<file path="src/rtl/imm_ext_arbiter.sv">
// Purpose : arbitrates two immediate requesters onto one shared 12->16 bit extender feeding a one-entry output register.
// Latency : one cycle from the accepting clock edge to out_valid with the final data.
// Backpress: a held result (out_valid=1, out_ready=0) blocks both requesters; FULL with out_ready=1 drains and refills on the same edge.
//
// Ports:
//   clk, reset_n                      clock, asynchronous active-low reset
//   req0_valid/imm/sign, req0_ready   requester 0 (ALU immediate)
//   req1_valid/imm/sign, req1_ready   requester 1 (branch offset)
//   out_valid/out_data/out_id         registered result and owning requester
//   out_ready                         consumer takes the result this cycle
module imm_ext_arbiter #(
    parameter int RESET_PRIORITY = 0,
    parameter bit SIGN_EN        = 1'b1
) (
    input  logic        clk,
    input  logic        reset_n,
    input  logic        req0_valid,
    input  logic [11:0] req0_imm,
    input  logic        req0_sign,
    output logic        req0_ready,
    input  logic        req1_valid,
    input  logic [11:0] req1_imm,
    input  logic        req1_sign,
    output logic        req1_ready,
    output logic        out_valid,
    output logic [15:0] out_data,
    output logic        out_id,
    input  logic        out_ready
);

    typedef enum logic {
        EMPTY = 1'b0,
        FULL  = 1'b1
    } state_t;

    localparam logic LP_RST_PTR = (RESET_PRIORITY != 0);

    state_t      r_state;
    state_t      w_state_nxt;
    logic        r_ptr;
    logic [15:0] r_data;
    logic        r_id;

    logic        w_can_accept;
    logic        w_both;
    logic        w_grant0;
    logic        w_grant1;
    logic        w_xfer;
    logic [11:0] w_imm;
    logic        w_sign;
    logic [15:0] w_ext;

    // Arbitration, shared extender and next-state logic.
    always_comb begin
        w_state_nxt  = r_state;
        // Readies are gated by reset so that no requester sees a handshake
        // while the block is held in reset.
        w_can_accept = reset_n && ((r_state == EMPTY) || out_ready);
        w_both       = req0_valid && req1_valid;
        w_grant0     = req0_valid && (!req1_valid || !r_ptr);
        w_grant1     = req1_valid && (!req0_valid ||  r_ptr);
        req0_ready   = w_can_accept && w_grant0;
        req1_ready   = w_can_accept && w_grant1;
        w_xfer       = req0_ready || req1_ready;

        w_imm        = w_grant1 ? req1_imm  : req0_imm;
        w_sign       = w_grant1 ? req1_sign : req0_sign;
        if (w_sign && SIGN_EN) begin
            w_ext = {{4{w_imm[11]}}, w_imm};
        end else begin
            w_ext = {4'b0000, w_imm};
        end

        if (w_xfer) begin
            w_state_nxt = FULL;
        end else if ((r_state == FULL) && out_ready) begin
            w_state_nxt = EMPTY;
        end
    end

    always_ff @(posedge clk or negedge reset_n) begin
        if (!reset_n) begin
            r_state <= EMPTY;
            r_ptr   <= LP_RST_PTR;
            r_data  <= 16'h0000;
            r_id    <= 1'b0;
        end else begin
            r_state <= w_state_nxt;
            if (w_xfer) begin
                r_data <= w_ext;
                r_id   <= w_grant1;
                // Priority only rotates when there was actual contention.
                if (w_both) begin
                    r_ptr <= ~r_ptr;
                end
            end
        end
    end

    assign out_valid = (r_state == FULL);
    assign out_data  = r_data;
    assign out_id    = r_id;

endmodule

</file>
<file path="config.mk">
export PLATFORM = sky130hd
export DESIGN_NAME = imm_ext_arbiter
export DESIGN_NICKNAME = d
export VERILOG_FILES = /design/src/rtl/imm_ext_arbiter.sv
export SDC_FILE = /design/constraint.sdc
export NUM_CORES = 1
export LEC_CHECK = 0
export BUFFER_PORTS_ARGS = -buffer_cell sky130_fd_sc_hd__buf_2
export CAP_MARGIN = 40
export CORE_ASPECT_RATIO = 1.5
export CORE_UTILIZATION = 35
export DETAILED_ROUTE_END_ITERATION = 6
export PLACE_DENSITY = 0.66
export SYNTH_ARGS = -nofsm -noshare
export SYNTH_HDL_FRONTEND = slang
export SYNTH_SLANG_ARGS = --single-unit
</file>
<file path="constraint.sdc">
create_clock -name clk -period 2.01 [get_ports clk]
set_input_delay 0.1005 -clock clk [delete_from_list [all_inputs] [get_ports clk]]
set_output_delay 0.1005 -clock clk [all_outputs]
set_load 0.02 [all_outputs]
</file>
## Word level (Yosys, flattened, before mapping)

Cells that the tools add are included.

| operators by class | value |
|---|---|
| muxes and demuxes | 5 |
| bitwise logic cells | 2 |
| reduce and logical (&&, ||, !) cells | 16 |

Operators with widths:

| cell | number |
|---|---|
| $mux 16 | 1 |
| $mux 12 | 1 |
| $logic_and 1x1->1 | 7 |
| $logic_or 1x1->1 | 4 |
| $logic_not 1->1 | 3 |
| $mux 1 | 3 |
| $not 1->1 | 2 |
| $reduce_and 2->1 | 1 |
| $reduce_bool 2->1 | 1 |

| word-level totals | value |
|---|---|
| register bits | 19 |
| input bits | 31 |
| output and inout bits | 20 |
| word-level logic and storage cells | 27 |

## Depth between registers and ports, before layout

Gate-level depths: netlist of run 1.

| logic depth | value |
|---|---|
| depth after elaboration | 6 |
| gate-level depth with buffers | 6 |
| depth with buffers taken out | 3 |

## Worst setup path after synthesis of run 1

No wires, ideal clock.

| path | value |
|---|---|
| kind | reg-to-output |
| start | register r_state (netlist: out_valid) |
| end | output req1_ready |
| arrival time | 1479 ps |
| required time | 1910 ps |
| path slack | 431 ps |
| stages on the path, launching flop included | 6 |
| buffers on the path | 2 |
| path through | dfrtp_1 -> nand2b_1 -> buf_2 -> buf_2 -> nand2_1 -> nor3_1 |

| on the way | value |
|---|---|
| word-level cells in the longest chain between the ends | 4 |

Ends and longest elaborated chain:

| element | line | source |
|---|---|---|
| start: declaration | 38 | `state_t r_state;` |
| start signal: assignment | 88 | `r_state <= w_state_nxt;` |
| $not 1->1 | 58 | `w_can_accept = reset_n && ((r_state == EMPTY) \|\| out_ready);` |
| $logic_or 1x1->1 | 58 |  |
| $logic_and 1x1->1 | 58 |  |
| $logic_and 1x1->1 | 63 | `req1_ready = w_can_accept && w_grant1;` |
| end: declaration | 24 | `output logic req1_ready,` |

No other way between the ends.

## Final worst setup path of run 1

Same ends and word-level chain as after synthesis.

==> metrics.md, run 1 <==
| Metric | Value |
|---|---|
| Fin. Hold Viols | 0 |
| Final setup vio count | 0 |
| Drt wl/cell | around 14 µm |
| Yosys warns | 0 |
| First DRT Iteration DRCs | 42 |
| Peak supply drop | between 0.3 and 0.4 mV |
| Post-synthesis sequential area ratio | 43.78% |
| Die area | 2826 µm² |
| Skew final | 1.635 ps |
| Fraction of layout instances using a drive strength above 1 | 41.13% |
| Die W | roughly 44 µm |
| Final std cells w/o fill | 165 |
| RSZ-0062 raised after global routing | no |
| Multi-input logic area | 414.1 µm² |
| Post-Syn Nets | roughly 130 |
| Simple-gate portion of the synthesized area | 18.47% |
| Req. time, crit path | 1910 ps |
| F_max | 598.8 MHz |
| CP Capture Type | primary output |
| Avg Cell Area, Syn | around 9.3 µm² |
| Rows | 22 |
| Initial antenna violation count | 0 |
| Critical path arrival | 1570 ps |
| PD cells | 913.6 nW/µm² |
| Adder-Cell Fraction of Synth Area | 0% |
| Synth Register Bits | 16 |
| N_diodes | 0 |
| Post-synthesis cell type count | 23 |
| Final-report max-slew violation count | 0 |
| First-pass GRT wire length | about 3.9 mm |
| Postcts setup bufs | 0 |
| Clock tree buffer depth | 2 |
| Antenna viol nets, final | 0 |
| Worst slew pin tran | between 400 and 500 ps |
| CP Max Fanout | 14 |
| Half-perimeter wire length after placement | 1.703 mm |
| Residual DRC | 4 |
| GRT Total Usage | 18.19% |
| Post-synthesis instance total | between 90 and 100 |
| Post-Route WL | 2.375 mm |
| Total gr overflow | 0 |
| Top Ports | 51 |
| Crit share post-route | 83.08% |
| Buffers on Ports | 50 |
| CTS root buf | clkbuf_4 |
| Final setup TNS | 0 ps |
| Area Overhead vs Synth | 26.95% |
| Hold path cells | 3 |
| Status | complete, but fails checks |
| Minimum clock period | between 1500 and 2000 ps |
| Hold crit path type | input port to flip-flop |
| Num CTS Buffers | 3 |
| Vias in the first global route | a little over 800 |
| Storage cell area | about 400 µm² |
| XOR/XNOR Fraction of Synth Area | 0.9576% |
| Core Footprint | 2450 µm² |
| Die height | 64.61 µm |
| Violated checks | DRC |
| Worst rel slew slack | 67.70% |
| Synth Area in Compound Gates | 25.85% |
| Reg2reg path depth | 3 |
| Drt pass-1 iters | 7 |
| Fill count | 257 |
| Leak | approximately 0.52 nW |
| Nets@finish | about 170 |
| CTS tree | built |
| Starting density of the core | 37.33% |
| H-tree levels | 1 |
| Clock slew at reported path FFs | 90 ps |
| Max-cap violations | 0 |
| Multiplexer share of the synthesized area | 0% |
| Crit Path Category | flip-flop to primary output |
| Largest family of logic cells by synthesized area | compound AO/OA/AOI/OAI gates |
| Dpl cells | approximately 160 |
| Pin count of the biggest net entering global routing | 28 |
| Clock latency on the worst-skew pair | approximately 280 ps |
| Vias | 941 |
| Clk sinks | 16 |
| Post-DR vias/cell | between 5 and 6 |
| Final GP Congestion | 0.7537 |
| Type of origin of the critical path | flip-flop |
| Mapped Area | a little over 900 µm² |
[per-layer routing]
layer | GRT usage (%) | wire length [µm]
met1 | 21.85 | 1007
met2 | 31.16 | 1219
met3 | 2.228 | 109
met4 | 8.594 | 38
met5 | 0 | 0
[worst paths after layout]
kind	endpoint	startpoint	slack [ps]
max	req1_ready	out_valid	340
min	out_data[0]	req0_imm[0]	80
max reg2reg	out_data[4]	out_valid	650
min reg2reg	r_ptr	r_ptr	500
max in group asynchronous	out_data[1]	reset_n	1210
min in group asynchronous	out_data[5]	reset_n	300
[repair_timing]
item / 4_1_cts / 5_1_grt
resized for setup: 0 / 0
hold buffers: 1 / 0
endpoints found under the setup margin: 0 / 0
hold endpoints to repair: 11 / 0
[worst max-delay path, stage by stage (launching register included)]
cell	delay, ps
dfrtp_1	390
nand2b_1	360
nand2_1	110
nor3_1	220
buf_2	200
[cell families after synthesis]
logic type                count (synthesis)
and+or+nand+nor                          25
xor gates and xnor gates                  1
DFF                                      16
AOI/OAI and AO/OA                        40
buffers and inverters                    16
[registers in the layout, summed over array words and instances (netlist names)]
name       cells
out_data      13
r_ptr          1
out_valid      1
out_id         1
[synth_stat cells (all sizes together)]
| master | number | area (µm²) |
|---|---|---|
| a31oi | 27 | 168.9 |
| dfrtp | 16 | 400.4 |
| buf | 12 | 85.07 |
| nand3b | 12 | 90.09 |
| o21ai | 12 | 60.06 |
| clkbuf | 3 | 11.26 |
| nand2 | 3 | 11.26 |
| and3 | 1 | 11.26 |
| and4 | 1 | 8.760 |
| inv | 1 | 3.750 |
| nand2b | 1 | 6.260 |
| nand3 | 1 | 5.000 |
| nand4 | 1 | 6.260 |
| nand4b | 1 | 8.760 |
| nor2 | 1 | 3.750 |
| nor2b | 1 | 6.260 |
| nor3 | 1 | 5.000 |
| o211ai | 1 | 7.510 |
| or2 | 1 | 6.260 |
| xnor2 | 1 | 8.760 |
[layout by cell type, fill, tap and decap left out]
master / n
inv_1: 1
and3_4: 1
nand4_1: 1
nor2_1: 1
nand3_1: 1
and4_1: 1
or2_1: 1
nand2b_1: 1
xnor2_1: 1
nor2b_1: 1
dfrtp_1: 16
o21ai_0: 12
a31oi_1: 27
nand4b_1: 1
nor3_1: 1
nand2_1: 3
clkbuf_4: 3
buf_4: 4
o211ai_1: 1
nand3b_1: 12
dlygate4sd3_1: 1
buf_2: 50
[power breakdown]
group          switching, mW  internal [mW]  leakage [nW]  total [mW]
registers             0.0479          0.399         0.180       0.447
logic                  0.269          0.179         0.328       0.448
clock network         0.0963         0.0696        0.0138       0.166
total                  0.413          0.647         0.522        1.06
[metrics by stage]
stage / cell area [µm²] / hold WS [ps] / power, mW / util [%] / setup slack [ps]
global route: 1161 / 80.96 / 1.132 / 47.40 / 229.1
floorplan: 914.6 / -195.1 / 0.7623 / - / 430.5
detailed placement: 1129 / 60.95 / 0.9042 / 46.07 / 674.2
CTS: 1161 / 78.27 / 1.069 / 47.40 / 337.6
global placement: 1129 / 54.00 / 0.8922 / 46.07 / 701.3
finish: 1161 / 80.54 / 1.061 / 47.40 / 340.0
[cell type report]
type                    instances  area share (%)
repair buffers                 55           25.00
inverters                       1          0.3233
flip-flops and latches         16           34.48
clock buffers                   3           1.940
well taps                      24           2.586
multi-input cells              66           35.67
(Power assumes the default switching activity.)
==> run 2, diff against run 1 <==
==> constraint.sdc (replaced) <==
create_clock -name clk -period 1.7 [get_ports clk]
set_input_delay 0.085 -clock clk [delete_from_list [all_inputs] [get_ports clk]]
set_output_delay 0.085 -clock clk [all_outputs]
set_load 0.02 [all_outputs]
==> metrics.md, run 2 (same netlist as run 1, synthesis figures left out) <==
| Metric | Value |
|---|---|
| First-pass GRT wire length | 3.719 mm (-4.8%) |
| Crit share post-route | 89.92% |
| CP Max Fanout | 10 (-4) |
| Vias | 938 (-0.32%) |
| Peak supply drop | 0.4765 mV (+24%) |
| Minimum clock period | 1529 ps |
| First DRT Iteration DRCs | 24 (-43%) |
| Leak | 0.5313 nW (+1.8%) |
| Die W | 43.74 µm (unchanged) |
| Clk pwr share | 15.7% (about the same) |
| Core Footprint | 2450 µm² (unchanged) |
| Area Overhead vs Synth | 28.59% |
| Reg2Reg Launch Point | out_valid |
| Half-perimeter wire length after placement | 1.746 mm (+2.5%) |
| GRT Total Usage | 17.09% (-1.1 points) |
| Nets@finish | 176 (+1.1%) |
| Commonest non-fill, non-tap cells in the layout | buf_2, a31oi_1, dfrtp_1, nand3b_1, o21ai_0 |
| Clk sinks | 16 (unchanged) |
| F_max | 654.2 MHz |
| Starting density of the core | 37.33% (unchanged) |
| Clock latency on the worst-skew pair | 280 ps (about the same) |
| Final-report max-slew violation count | 0 (unchanged) |
| Worst rel slew slack | 67.58% (-0.12 points) |
| Critical Path Start | out_valid |
| Max FFs per register | 13 (unchanged) |
| Type of origin of the critical path | flip-flop |
| Top Ports | 51 (unchanged) |
| Clock slew at reported path FFs | 90 ps (about the same) |
| Crit Path Category | flip-flop to primary output |
| Hold wc startpoint | req0_imm[8] |
| N_diodes | 0 (unchanged) |
| Post-Route WL | 2.369 mm (-0.25%) |
| Vias in the first global route | 843 (+1.8%) |
| Comb pwr share | 42.3% (about the same) |
| Final setup TNS | 0 ps (unchanged) |
| Clock tree buffer depth | 2 (unchanged) |
| Req. time, crit path | 1620 ps (-290 ps) |
| Most common library cell in the layout ignoring fill and taps | buf_2 |
| Rows | 22 (unchanged) |
| Drt pass-1 iters | 6 (-1) |
| Top Usage Layer GRT | met2 |
| Num CTS Buffers | 3 (unchanged) |
| Fraction of layout instances using a drive strength above 1 | 41.96% (+0.82 points) |
| Status | complete, but fails checks |
| Critical path arrival | 1440 ps (-130 ps) |
| Sw frac | 39.01% (+0.045 points) |
| CTS root buf | clkbuf_4 |
| Drt wl/cell | 14.19 µm (-1.4%) |
| Met1 Use GR | 21.19% (-0.66 points) |
| Worst slew pin tran | 486.2 ps (+1.821 ps) |
| Pin count of the biggest net entering global routing | 28 (unchanged) |
| Final total power | 1.262 mW (+19%) |
| Fin util | 48.01% (+0.61 points) |
| Die height | 64.61 µm (unchanged) |
| Die area | 2826 µm² (unchanged) |
| Residual DRC | 4 (unchanged) |
| CTS tree | built |
| PD cells | 1073 nW/µm² (+17%) |
| Post-DP Area | 1144 µm² (+1.3%) |
| Worst hold margin | 66.11 ps (-14.42 ps) |
| H-tree levels | 1 (unchanged) |
| Initial antenna violation count | 0 (unchanged) |
| Antenna viol nets, final | 0 (unchanged) |
| Post-DR vias/cell | 5.617 (-1.5%) |
| Final setup vio count | 0 (unchanged) |
| RSZ-0062 raised after global routing | no |
| Buffers on Ports | 50 (unchanged) |
| Final GP Congestion | 0.7351 (-2.5%) |
| Skew final | 1.978 ps (+0.3429 ps) |
| Total gr overflow | 0 (unchanged) |
| Hold crit path type | input port to flip-flop |
| Fill count | 245 (-4.7%) |
| Fin. Hold Viols | 0 (unchanged) |
| Met2 usage | 28.54% (-2.6 points) |
| Postcts setup bufs | 0 (unchanged) |
| CP Capture Type | primary output |
| Max-cap violations | 0 (unchanged) |
| P_int | 769.3 µW (+19%) |
| Sw power | 492.2 µW (+19%) |
| Reg power frac | 42.1% (about the same) |
| Post-route cell area | 1176 µm² (+1.3%) |
| Violated checks | DRC |
| Met3 usage | 1.950% (-0.28 points) |
run 2: area by class of cell:
class,count,area [µm²],area share [%]
Clock buffer,3,22.52,1.915
Inverter,1,3.754,0.3191
Multi-Input combinational cell,66,414.1,35.21
Sequential cell,16,400.4,34.04
Tap cell,24,30.03,2.553
Timing Repair Buffer,57,305.3,25.96
run 2: metrics by stage:
stage          setup slack, ps  cells
2_1_floorplan            136.0     98
3_3_place_gp             496.9    163
3_5_place_dp             455.8    163
4_1_cts                  148.4    167
5_1_grt                  43.88    167
6_report                 171.4    167
run 2: worst paths after layout:
check / cells after the start / slack, ps / to
max: 4 / 170 / req1_ready
min: 3 / 70 / out_data[8]
max reg2reg: 4 / 450 / r_ptr
min reg2reg: 1 / 510 / r_ptr
max in group asynchronous: 3 / 1010 / out_data[0]
min in group asynchronous: 2 / 240 / out_data[11]
run 2: power by group through the flow:
stage	combinational, mW	sequential, mW	clock (mW)
6_report	0.533	0.531	0.198
5_1_grt	0.581	0.544	0.215
4_1_cts	0.536	0.533	0.202
3_5_place_dp	0.533	0.540	0
3_3_place_gp	0.525	0.535	0
2_1_floorplan	0.271	0.631	0
run 2: what timing repair did:
| item | CTS | global route |
|---|---|---|
| hold endpoints to repair | 5 | 0 |
| hold buffers | 1 | 0 |
| gates resized for setup | 0 | 0 |
run 2: critical path: stages (launching register included):
cell      delay (ps)
dfrtp_1          380
nand2b_1         270
nand2_1           90
nor3_1           210
buf_2            200
run 2: metal layers:
layer	wire, µm	share of wire (%)
met1	957	40
met3	144	6.1
met4	38	1.6
met5	0	0
met2	1230	52
